### src/rtl/mileage_display_pkg.sv
// Shared definitions for the mileage display and future sibling displays.
// Holds the clamp limit, digit count, seven-segment patterns and converter state type.
package mileage_display_pkg;

  localparam logic [26:0] MAX_MILEAGE = 27'd9_999_999;
  localparam int unsigned BCD_DIGITS  = 7;

  // Segment order {dp,g,f,e,d,c,b,a}, active-high
  localparam logic [7:0] SEG_0     = 8'h3F;
  localparam logic [7:0] SEG_1     = 8'h06;
  localparam logic [7:0] SEG_2     = 8'h5B;
  localparam logic [7:0] SEG_3     = 8'h4F;
  localparam logic [7:0] SEG_4     = 8'h66;
  localparam logic [7:0] SEG_5     = 8'h6D;
  localparam logic [7:0] SEG_6     = 8'h7D;
  localparam logic [7:0] SEG_7     = 8'h07;
  localparam logic [7:0] SEG_8     = 8'h7F;
  localparam logic [7:0] SEG_9     = 8'h6F;
  localparam logic [7:0] SEG_BLANK = 8'h00;

  typedef enum logic [1:0] {
    StIdle,
    StConv,
    StDone
  } conv_state_e;

  // Non-decimal nibbles render blank
  function automatic logic [7:0] seg_decode(input logic [3:0] digit);
    logic [7:0] seg;
    case (digit)
      4'd0:    seg = SEG_0;
      4'd1:    seg = SEG_1;
      4'd2:    seg = SEG_2;
      4'd3:    seg = SEG_3;
      4'd4:    seg = SEG_4;
      4'd5:    seg = SEG_5;
      4'd6:    seg = SEG_6;
      4'd7:    seg = SEG_7;
      4'd8:    seg = SEG_8;
      4'd9:    seg = SEG_9;
      default: seg = SEG_BLANK;
    endcase
    return seg;
  endfunction

endpackage

### src/rtl/bin2bcd_seq.sv
// Iterative 27-bit binary to 7-digit BCD converter (shift-add-3), one bit per clock.
// Ports:
//   clk, rst  - clock, synchronous active-high reset
//   start_i   - load bin_i and begin a conversion (honoured only when idle)
//   bin_i     - binary value to convert
//   busy_o    - high while converting and during the done cycle
//   done_o    - one-cycle pulse; bcd_o holds the final result in this cycle
//   bcd_o     - 28-bit BCD result
module bin2bcd_seq
  import mileage_display_pkg::*;
(
  input  logic        clk,
  input  logic        rst,
  input  logic        start_i,
  input  logic [26:0] bin_i,
  output logic        busy_o,
  output logic        done_o,
  output logic [27:0] bcd_o
);

  conv_state_e state_q, state_d;
  logic [4:0]  cnt_q, cnt_d;
  logic [26:0] bin_q, bin_d;
  logic [27:0] bcd_q, bcd_d;
  logic [27:0] bcd_adj;
  logic        unused_bcd_msb;

  always_ff @(posedge clk) begin
    if (rst) begin
      state_q <= StIdle;
      cnt_q   <= '0;
      bin_q   <= '0;
      bcd_q   <= '0;
    end else begin
      state_q <= state_d;
      cnt_q   <= cnt_d;
      bin_q   <= bin_d;
      bcd_q   <= bcd_d;
    end
  end

  always_comb begin
    bcd_adj = bcd_q;
    for (int i = 0; i < int'(BCD_DIGITS); i++) begin
      if (bcd_q[4*i +: 4] >= 4'd5) begin
        bcd_adj[4*i +: 4] = bcd_q[4*i +: 4] + 4'd3;
      end
    end
  end

  // Inputs are clamped below 10^7, so the top BCD bit never carries into the shift
  assign unused_bcd_msb = bcd_adj[27];

  always_comb begin
    state_d = state_q;
    cnt_d   = cnt_q;
    bin_d   = bin_q;
    bcd_d   = bcd_q;
    done_o  = 1'b0;
    unique case (state_q)
      StIdle: begin
        if (start_i) begin
          bin_d   = bin_i;
          bcd_d   = '0;
          cnt_d   = '0;
          state_d = StConv;
        end
      end
      StConv: begin
        {bcd_d, bin_d} = {bcd_adj[26:0], bin_q, 1'b0};
        cnt_d          = cnt_q + 5'd1;
        if (cnt_q == 5'd26) begin
          state_d = StDone;
        end
      end
      StDone: begin
        done_o  = 1'b1;
        state_d = StIdle;
      end
      default: state_d = StIdle;
    endcase
  end

  assign busy_o = (state_q != StIdle);
  assign bcd_o  = bcd_q;

endmodule

### src/rtl/mileage_display.sv
// Mileage display: detects odometer changes, converts to BCD and scans an
// eight-digit seven-segment display with leading-zero blanking.
// Ports:
//   clk, rst     - clock, synchronous active-high reset
//   power_now_i  - display dark when low (scan and conversion continue)
//   record_i     - binary mileage, clamped to 9_999_999
//   seg_en_o     - one-hot digit enable, bit 0 = rightmost digit (registered)
//   seg_out_o    - segments {dp,g,f,e,d,c,b,a} (registered)
//   busy_o       - conversion in progress
module mileage_display
  import mileage_display_pkg::*;
#(
  parameter int unsigned SCAN_DIV = 100_000
) (
  input  logic        clk,
  input  logic        rst,
  input  logic        power_now_i,
  input  logic [26:0] record_i,
  output logic [7:0]  seg_en_o,
  output logic [7:0]  seg_out_o,
  output logic        busy_o
);

  localparam int unsigned PW = $clog2(SCAN_DIV);

  logic [26:0]   last_val_q, last_val_d;
  logic [27:0]   disp_bcd_q, disp_bcd_d;
  logic [PW-1:0] presc_q, presc_d;
  logic [2:0]    idx_q, idx_d;
  logic [7:0]    seg_en_q, seg_en_d;
  logic [7:0]    seg_out_q, seg_out_d;

  logic [26:0] record_clamp;
  logic        start;
  logic        conv_busy;
  logic        conv_done;
  logic [27:0] conv_bcd;
  logic [27:0] digit_sel;
  logic        blank;

  // Compare the clamped value so an out-of-range input does not retrigger forever
  assign record_clamp = (record_i > MAX_MILEAGE) ? MAX_MILEAGE : record_i;
  assign start        = !conv_busy && (record_clamp != last_val_q);

  bin2bcd_seq u_bin2bcd (
    .clk     (clk),
    .rst     (rst),
    .start_i (start),
    .bin_i   (record_clamp),
    .busy_o  (conv_busy),
    .done_o  (conv_done),
    .bcd_o   (conv_bcd)
  );

  always_ff @(posedge clk) begin
    if (rst) begin
      last_val_q <= '0;
      disp_bcd_q <= '0;
      presc_q    <= '0;
      idx_q      <= '0;
      seg_en_q   <= '0;
      seg_out_q  <= '0;
    end else begin
      last_val_q <= last_val_d;
      disp_bcd_q <= disp_bcd_d;
      presc_q    <= presc_d;
      idx_q      <= idx_d;
      seg_en_q   <= seg_en_d;
      seg_out_q  <= seg_out_d;
    end
  end

  always_comb begin
    last_val_d = start ? record_clamp : last_val_q;
    disp_bcd_d = conv_done ? conv_bcd : disp_bcd_q;

    presc_d = presc_q + 1'b1;
    idx_d   = idx_q;
    if (presc_q == PW'(SCAN_DIV - 1)) begin
      presc_d = '0;
      idx_d   = idx_q + 3'd1;
    end

    // Digit i and everything above it; zero means this digit is a leading zero
    digit_sel = disp_bcd_q >> {idx_q, 2'b00};
    blank     = (idx_q == 3'd7) || ((idx_q != 3'd0) && (digit_sel == '0));

    seg_en_d  = '0;
    seg_out_d = SEG_BLANK;
    if (power_now_i) begin
      seg_en_d = 8'b1 << idx_q;
      if (!blank) begin
        seg_out_d = seg_decode(digit_sel[3:0]);
      end
    end
  end

  assign seg_en_o  = seg_en_q;
  assign seg_out_o = seg_out_q;
  assign busy_o    = conv_busy;

endmodule

### config.mk
export PLATFORM = sky130hd
export DESIGN_NAME = mileage_display
export DESIGN_NICKNAME = d
export VERILOG_FILES = /design/src/rtl/mileage_display_pkg.sv /design/src/rtl/bin2bcd_seq.sv /design/src/rtl/mileage_display.sv
export SDC_FILE = /design/constraint.sdc
export NUM_CORES = 1
export LEC_CHECK = 0
export CAP_MARGIN = 20
export CORE_MARGIN = 3
export CORE_UTILIZATION = 50
export DETAILED_ROUTE_END_ITERATION = 8
export PLACE_DENSITY_LB_ADDON = 0.3
export SYNTH_ARGS = -nofsm -noshare
export SYNTH_HDL_FRONTEND = slang
export SYNTH_SLANG_ARGS = --single-unit
### constraint.sdc
create_clock -name clk -period 4.65 [get_ports clk]
set_clock_uncertainty 0.2 [all_clocks]
set_input_delay 0.465 -clock clk [delete_from_list [all_inputs] [get_ports clk]]
set_output_delay 0.465 -clock clk [all_outputs]
set_load 0.05 [all_outputs]
## Word level (Yosys, flattened, before mapping)

Memory sizes are Yosys's and may differ from the RTL's. A register that Yosys moved wholly into a read port is not among the register bits.
Cells that the tools add are included.

| operators by class | value |
|---|---|
| magnitude comparators | 8 |
| add/sub/neg operators | 10 |
| equality and inequality tests | 8 |
| shifts and indexed selects | 2 |
| reduce and logical (&&, ||, !) cells | 14 |
| bitwise operators | 1 |
| mux-type cells | 18 |

Operators by type and width:

| cell | count |
|---|---|
| $pmux W28 S2 | 1 |
| $mux W27 | 2 |
| $pmux W27 S2 | 1 |
| $ge A4 B3 Y1 const B | 7 |
| $logic_not A28 Y1 | 1 |
| $mux W28 | 1 |
| $shr A28 B5 Y28 | 1 |
| $gt A27 B24 Y1 const B | 1 |
| $ne A27 B27 Y1 | 1 |
| $add A4 B2 Y4 const B | 6 |
| $mux W4 | 6 |
| $add A17 B1 Y17 const B | 1 |
| $eq A17 B17 Y1 const B | 1 |
| $pmux W5 S2 | 1 |
| $shl A1 B3 Y8 const A | 1 |
| $add A5 B1 Y5 const B | 1 |
| $eq A5 B5 Y1 const B | 1 |
| $mux W5 | 1 |
| $mux W2 | 2 |
| $pmux W2 S2 | 1 |
| $reduce_and A2 Y1 | 2 |
| $reduce_bool A2 Y1 | 2 |
| $reduce_or A2 Y1 | 2 |
| $add A3 B1 Y3 const B | 1 |
| 15 further kinds | 16 |

| word-level totals | value |
|---|---|
| output and inout port bits | 17 |
| bits in read-only memories | 112 |
| flip-flop bits (word level) | 153 |
| memories | 1 |

Memories:

| name | words | bits a word | read ports | clocked after Yosys merged registers in | write ports | line | source |
|---|---|---|---|---|---|---|---|
| (name not given) | 16 | 7 | 1 | 1 | 0 | mileage_display_pkg.sv:30 | `case (digit)` |

## Logic depth before layout (Yosys ltp)

Gate-level depths: netlist of run 1.

| depth | value |
|---|---|
| depth after elaboration | 6 |
| depth in mapped cells | 12 |

## Cells and area by module

From an unflattened synthesis of run 1, not the netlist that was laid out.

| unflattened totals | value |
|---|---|
| cells, all modules | 955 |
| area, all modules | 7,953.9 µm² |

Modules (own cells, without submodules):

| module | instances | seq. area each (µm²) | area an instance (µm²) | cells an instance |
|---|---|---|---|---|
| mileage_display | 1 | 1,801.7 | 4,783.3 | 547 |
| bin2bcd_seq | 1 | 1,241.2 | 3,170.5 | 408 |

## Least setup slack after synthesis of run 1

Ideal clock, no wire load.

| timing | value |
|---|---|
| path type | input to register |
| from | input port record_i[18] |
| to | register u_bin2bcd.bin_q[5] |
| path buffers | 2 |
| stages on the path | 10 |
| path slack | 1.225 ns |
| data arrival time | 3.093 ns |
| setup time | 0.132 ns |
| cells stage by stage | or3_1 > or4_4 > a31o_1 > buf_6 > a311oi_2 > o22ai_1 > or4_4 > o211ai_4 > buf_6 > o221ai_2 |

| on the way | value |
|---|---|
| word-level cells in the longest chain between the ends | 6 |

Ends and longest elaborated chain:

| element | line | source |
|---|---|---|
| start, declared | mileage_display.sv:18 | `input logic [26:0] record_i,` |
| $gt A27 B24 Y1 | mileage_display.sv:42 | `assign record_clamp = (record_i > MAX_MILEAGE) ? MAX_MILEAGE : record_i;` |
| $mux W27 * | mileage_display.sv:42 |  |
| $ne A27 B27 Y1 | mileage_display.sv:43 | `assign start = !conv_busy && (record_clamp != last_val_q);` |
| $logic_and A1 B1 Y1 | mileage_display.sv:43 |  |
| $ne A2 B2 Y1 (no source line) | - |  |
| $reduce_and A2 Y1 (no source line) | - |  |
| end signal, assigned | bin2bcd_seq.sv:37 | `bin_q <= bin_d;` |
| end, declared | bin2bcd_seq.sv:23 | `logic [26:0] bin_q, bin_d;` |

Mark *: on every way between the ends. The rest lies on a longest branch, timed or not. The select of a mux whose other input is x is not followed.
A chain may end at the register's enable or synchronous reset.

## Worst setup path after layout of run 1

| timing | value |
|---|---|
| from | input port record_i[18] |
| to | register u_bin2bcd.bin_q[16] |

The elaborated chain is that of the path after synthesis.

==> results of run 1 <==
==> layout by cell type (no fill, tap or decap), drive strengths merged, types with 9 or more instances in the layout <==
master | netlist | final
ha | 28 | 28
a32o | 11 | 11
nand4 | 13 | 13
a221o | 10 | 10
nor2 | 60 | 60
nand2b | 12 | 12
nor3 | 18 | 18
or3 | 13 | 13
a311oi | 9 | 9
o221a | 11 | 11
a22o | 10 | 10
a21oi | 51 | 51
and3 | 10 | 10
xor2 | 26 | 26
nor4 | 9 | 9
xnor2 | 14 | 14
a31oi | 13 | 13
o221ai | 12 | 12
buf | 16 | 29
o22ai | 12 | 12
nand3 | 23 | 23
nor2b | 11 | 11
clkbuf | 33 | 17
mux2i | 11 | 11
dfxtp | 152 | 152
clkdlybuf4s50 | 0 | 44
o21ai | 28 | 28
nand2 | 118 | 118
inv | 45 | 55
==> routing by layer <==
metal  share of wire [%]  vias up  GRT usage (%)
li1                    -     3174              -
met1                  45     3067           28.2
met2                  48      179           37.2
met3                 4.7       52           5.08
met4                 2.6        0           8.49
met5                   0        -              0
==> cell families (layout without fill, tap and decap cells) <==
family,after synthesis,count (layout),synth area share [%]
AND/OR/NAND/NOR,307,307,19.7
AO/OA/AOI/OAI,213,213,21.9
flip-flops,152,152,40.7
buffers and inverters,94,150,5.36
XOR/XNOR,40,40,4.69
adder cells (fa/ha/maj),28,28,4.69
multiplexers,16,16,2.83
other,1,1,0.0502
==> tightest hold or removal path: stages (launching register included) <==
cell and delay [ns]:
dfxtp_1 0.31, nand2_1 0.05, o21ai_1 0.05
==> registers in the layout, indices dropped and copies added (netlist names) <==
| register | count |
|---|---|
| last_val_q | 27 |
| idx_q | 3 |
| u_bin2bcd.cnt_q | 5 |
| presc_q | 17 |
| seg_en_o | 8 |
| u_bin2bcd.state_q | 2 |
| seg_out_o | 7 |
| u_bin2bcd.bcd_o | 28 |
| u_bin2bcd.bin_q | 27 |
| disp_bcd_q | 28 |
==> worst paths after layout <==
path	from	to	slack (ns)
worst max register to register	idx_q[0]$_SDFFE_PP0P_	seg_out_o[2]$_SDFF_PP0_	1.40
worst min register to register	u_bin2bcd.bin_q[26]$_SDFFE_PP0P_	u_bin2bcd.bcd_o[0]$_SDFFE_PP0P_	0.26
worst min-delay path	u_bin2bcd.bin_q[26]$_SDFFE_PP0P_	u_bin2bcd.bcd_o[0]$_SDFFE_PP0P_	0.26
worst max-delay path	record_i[18]	u_bin2bcd.bin_q[16]$_SDFFE_PP0P_	0.58
==> power by group through the flow <==
stage          clock [uW]  sequential, uW  combinational, uW
2_1_floorplan           0            1390                128
3_3_place_gp            0            1390                224
3_5_place_dp            0            1390                226
4_1_cts              1340            1360                227
5_1_grt              1390            1360                246
6_report             1320            1360                229
==> per-stage QoR <==
stage	worst slack, ns	hold WS, ns	std cells	utilization (%)
detailed placement	0.160	0.249	1059	55.8
finish	0.584	0.256	1091	59.6
global placement	0.263	0.229	1059	55.8
floorplan	1.22	0.218	851	-
CTS	0.599	0.250	1091	59.6
global route	0.383	0.280	1091	59.6
==> area by class of cell <==
class	count	area [um2]
tap	184	230
multi-input combinational	605	4040
clock buffer	17	425
timing repair buffer	73	656
inverter	45	169
clock inverter	15	130
sequential	152	3040
fill	1269	5900
==> results.tsv, run 1 <==
metric	value	unit
status	finished, final reports clean	
synth_common_cells	152 x dfxtp_1, 118 x nand2_1, 60 x nor2_1, 51 x a21oi_1, 45 x inv_1	
finalPower	2900	uW
first_global_vias	6018	
synth_area_leader_cell	dfxtp_1	
async_reset_ff_share	0	%
syn-cell-area	7470	um2
path_cells	clkdlybuf4s50_1, or3_1, or4_4, a31oi_4, buf_4, or3_1, a22o_1, nor4_4, a2111oi_2, buf_4, a221o_1	
comb_power_share	7.9	%
synth_top_area_share	40.7	%
synth_cell_types	69	
crit_cells	11	
cts.path.max_buffers	2	
n_antenna_cell	0	
root_buffer	clkbuf_16	
fp-row-count	44	
slowest_delay	0.97	ns
cts_sinks	152	
via_count	6472	
hp-class	reg2reg	
dp_hpwl	12600	um
critical_path.max_fanout	12	
cts_setup_buffers	0	
grt_pass1_wl	29600	um
grtUsageTotal	22.4	%
finalInstanceArea	8690	um2
ios	47	
synth-main-ff-cell	dfxtp_1	
cpMaxStageDelayCell	a2111oi_2	
power_frac_seq	46.8	%
cpLargestDelayFamily	compound AO/OA/AOI/OAI gates	
area_delta_synth_final	16.3	%
fp.dieH	128	um
fin_nets	952	
postCtsResizedCells	0	
ys_top_cells_by_area	dfxtp_1 41%, nand2_1 5.9%, ha_1 4.7%, a21oi_1 3.4%, xor2_1 3.0%	
place.gp.congestion	0.891	
path_clk_slew	0.07	ns
syn_inst	851	
antenna_found_initial	0	
power.leakage	0.00311	uW
swShare	26.6	%
worst_pin_slew	1.08	ns
crit_buf_inv	3	
setup_viol	0	
drive_gt1_share	10.7	%
peakVddDrop	0.271	mV
grt-ovfl-total	0	
core_area	14600	um2
period_needed	4.07	ns
ant_nets	0	
syn_avg_cell_area	8.78	um2
wl_per_cell	16.6	um
dpl-instance-area	8130	um2
insertion_delay	0.43	ns
p_per_area	334	nW/um2
period_share	87.4	%
grt_max_degree	42	
tns	0	ns
drt-pass1-iter-count	5	
drc_errors	0	
hold_viol	0	
critPathKind	in2reg	
yosys_warnings	0	
maxSlewViolCount	0	
end_kind	flip-flop	
worstHoldPathCells	2	
maxCapViolCount	0	
totalWireLength	18100	um
p_clk_share	45.3	%
die_w	128	um
htree_levels	4	
hold_buffers	0	
synthesis.nets	909	
p_sw	772	uW
slew_headroom	27.8	%
cts_tree	yes	
port_buffers	45	
arrival	4.24	ns
start_util	51.2	%
rsz0062_at_grt	no	
internal_power	2130	uW
reg2reg_depth	6	
synth_edf_count	0	
synth-seq-cells	152	
start_kind	input pin	
vias_per_cell	5.93	
seq_area_frac_synth	40.7	%
first_iter_violations	414	
fmax	0.246	GHz
dieArea	16400	um2
post-synth-top-count-cell	dfxtp_1	
cts_inserted_buffers	17	
cp.required	4.83	ns
No activity file was read; power rests on OpenSTA's default activity.
==> inputs of run 2 (changes only) <==
--- a/config.mk
+++ b/config.mk
@@ -5,7 +5,7 @@
 export SDC_FILE = /design/constraint.sdc
 export NUM_CORES = 1
 export LEC_CHECK = 0
-export CAP_MARGIN = 20
+export CAP_MARGIN = 0
 export CORE_MARGIN = 3
 export CORE_UTILIZATION = 50
 export DETAILED_ROUTE_END_ITERATION = 8
==> results of run 2 <==
The final DEF is identical to that of run 1; final timing and power are the same.
==> inputs of run 3 (changes only) <==
--- a/config.mk
+++ b/config.mk
@@ -6,8 +6,10 @@
 export NUM_CORES = 1
 export LEC_CHECK = 0
 export CAP_MARGIN = 0
+export CELL_PAD_IN_SITES_DETAIL_PLACEMENT = 1
+export CELL_PAD_IN_SITES_GLOBAL_PLACEMENT = 1
 export CORE_MARGIN = 3
-export CORE_UTILIZATION = 50
+export CORE_UTILIZATION = 46
 export DETAILED_ROUTE_END_ITERATION = 8
 export PLACE_DENSITY_LB_ADDON = 0.3
 export SYNTH_ARGS = -nofsm -noshare
==> run 3 against run 2 <==
Core utilization shrank 2.8 points. Hold slack gained 0.0036 ns. Global-route usage grew 4.1 points. Total power grew 5.9%. Routed wire length grew 29%. Cell count grew 2.8%. Sequential power is essentially flat. Sequential share of layout area shrank 0.50 points. Non-clock buffer count grew 4. Via count grew 5.4%. Die area grew 8.3%. Critical path type unchanged.
==> results.tsv, run 3 (synthesis gave the netlist of run 1 again) <==
metric	value	unit	change
status	finished, final reports clean		
cp.required	4.83	ns	about the same
antenna_found_initial	0		unchanged
via_count	6824		+5.4%
ios	47		unchanged
instances_no_fill	1122		+2.8%
drive_gt1_share	11.0	%	+0.28 points
place.gp.congestion	0.909		+2.1%
n_antenna_cell	0		unchanged
final_util	56.7	%	-2.8 points
start_kind	input pin		
htree_levels	4		unchanged
path_clk_slew	0.07	ns	about the same
layout_commonest_cell	dfxtp_1		
period_needed	3.95	ns	-0.112 ns
holdWs	0.260	ns	+0.00361 ns
tns	0	ns	unchanged
worstReg2RegEnd	seg_out_o[3]$_SDFF_PP0_		
wl_per_cell	20.8	um	+26%
peakVddDrop	0.262	mV	-3.2%
power_frac_seq	44.3	%	-2.5 points
critPathKind	in2reg		
hold_viol	0		unchanged
r2r_setup_slack	1.33	ns	-0.07 ns
comb_power_share	7.9	%	about the same
setup_viol	0		unchanged
crit_buf_inv	2		-1
drt-pass1-iter-count	5		unchanged
ant_nets	0		unchanged
maxSlewViolCount	0		unchanged
dp.cells	1090		+2.9%
grt_pass1_wl	37800	um	+28%
fmax	0.253	GHz	+2.8%
arrival	4.13	ns	-0.11 ns
fp-row-count	45		+2.3%
reg2reg_depth	5		-1
dieArea	17800	um2	+8.3%
totalWireLength	23400	um	+29%
internal_power	2300	uW	+8.0%
end_kind	flip-flop		
cts.path.max_buffers	2		unchanged
p_clk_share	47.9	%	+2.6 points
slowest_delay	0.79	ns	-0.18 ns
path_cells	clkdlybuf4s50_1, or3_1, or4_4, a31o_1, o211ai_1, a22oi_1, and2_0, a2111oi_2, buf_4, a221o_1		
regToRegStartpoint	idx_q[0]$_SDFFE_PP0P_		
insertion_delay	0.43	ns	about the same
cts_setup_buffers	0		unchanged
critical_path.max_fanout	14		+2
first_global_vias	7283		+21%
crit_cells	10		-1
core_area	15500	um2	+6.5%
root_buffer	clkbuf_16		
power.leakage	0.00316	uW	+1.6%
dp_hpwl	15900	um	+27%
port_buffers	45		unchanged
slew_headroom	32.0	%	+4.2 points
hp-class	reg2reg		
postCtsResizedCells	0		unchanged
finalPower	3080	uW	+5.9%
grtUsageTotal	26.4	%	+4.1 points
cts_sinks	152		unchanged
cts_tree	yes		
p_per_area	349	nW/um2	+4.4%
cts_inserted_buffers	17		unchanged
worst_pin_slew	1.02	ns	-0.0602 ns
die_w	133	um	+4.1%
mostFrequentLayoutCells	152 x dfxtp_1, 118 x nand2_1, 60 x nor2_1		
drc_errors	0		unchanged
hold_buffers	0		unchanged
fin_nets	956		+0.42%
start_util	48.1	%	-3.1 points
maxCapViolCount	0		unchanged
rsz0062_at_grt	no		
p_sw	775	uW	+0.41%
grt_max_degree	56		+33%
fp.dieH	133	um	+4.1%
critPathCapture	u_bin2bcd.bin_q[14]$_SDFFE_PP0P_		
vias_per_cell	6.08		+2.5%
grt-ovfl-total	0		unchanged
cpLargestDelayFamily	compound AO/OA/AOI/OAI gates		
first_iter_violations	393		-5.1%
area_delta_synth_final	18.0	%	
swShare	25.2	%	-1.4 points
cpMaxStageDelayCell	a2111oi_2		
crit_path_start	record_i[16]		
period_share	85.0	%	-2.4 points
-- run 3: cell types whose count changed in the layout (fill, tap and decap cells not counted) --
cell	delta
clkinvlp_4	-1
nor2_2	-1
nor2_1	+1
clkbuf_8	+1
inv_6	-2
clkinv_4	+1
buf_4	+4
bufinv_16	+3
inv_8	-2
-- run 3: tightest hold or removal path, delay by kind of cell (launching register included) --
family	cells	cell delay, ns
compound gates	1	0.05
flops	1	0.31
simple gates	1	0.05
-- run 3: power by group through the flow --
stage	clock (uW)	sequential [uW]	combinational (uW)
after floorplan	0	1390	128
after global placement	0	1390	230
after detailed placement	0	1390	238
after CTS	1490	1360	240
after global routing	1540	1370	260
final	1470	1360	242
-- run 3: worst min-delay path by stage --
stage / startpoint / to / slack (ns) / cells past startpoint
6_report: disp_bcd_q[1]$_SDFFE_PP0N_ / disp_bcd_q[1]$_SDFFE_PP0N_ / 0.26 / 2
3_3_place_gp: presc_q[0]$_SDFF_PP0_ / presc_q[0]$_SDFF_PP0_ / 0.23 / 1
2_1_floorplan: presc_q[0]$_SDFF_PP0_ / presc_q[0]$_SDFF_PP0_ / 0.22 / 1
5_1_grt: presc_q[0]$_SDFF_PP0_ / presc_q[0]$_SDFF_PP0_ / 0.29 / 1
4_1_cts: disp_bcd_q[1]$_SDFFE_PP0N_ / disp_bcd_q[1]$_SDFFE_PP0N_ / 0.26 / 2
3_5_place_dp: presc_q[0]$_SDFF_PP0_ / presc_q[0]$_SDFF_PP0_ / 0.25 / 1
-- run 3: stage by stage --
step / worst slack (ns) / cell area [um2]
2_1_floorplan: 1.22 / 7470
3_3_place_gp: 0.421 / 8200
3_5_place_dp: 0.329 / 8200
4_1_cts: 0.751 / 8820
5_1_grt: 0.466 / 8820
6_report: 0.696 / 8820
-- run 3: final cells by class --
class | instances | area (um2)
Fill cell | 1849 | 6720
Timing Repair Buffer | 77 | 686
Sequential cell | 152 | 3040
Tap cell | 211 | 264
Clock inverter | 14 | 181
Inverter | 45 | 169
Multi-Input combinational cell | 605 | 4030
Clock buffer | 18 | 439
-- run 3: metal layers --
layer	up-vias	track usage (%)	share of wire, %	wire length (um)
li1	3186	-	-	-
met2	166	47.1	51	12000
met3	43	4.61	3.9	908
met1	3429	31.9	42	9910
met5	-	0	0	0
met4	0	9.66	2.2	514
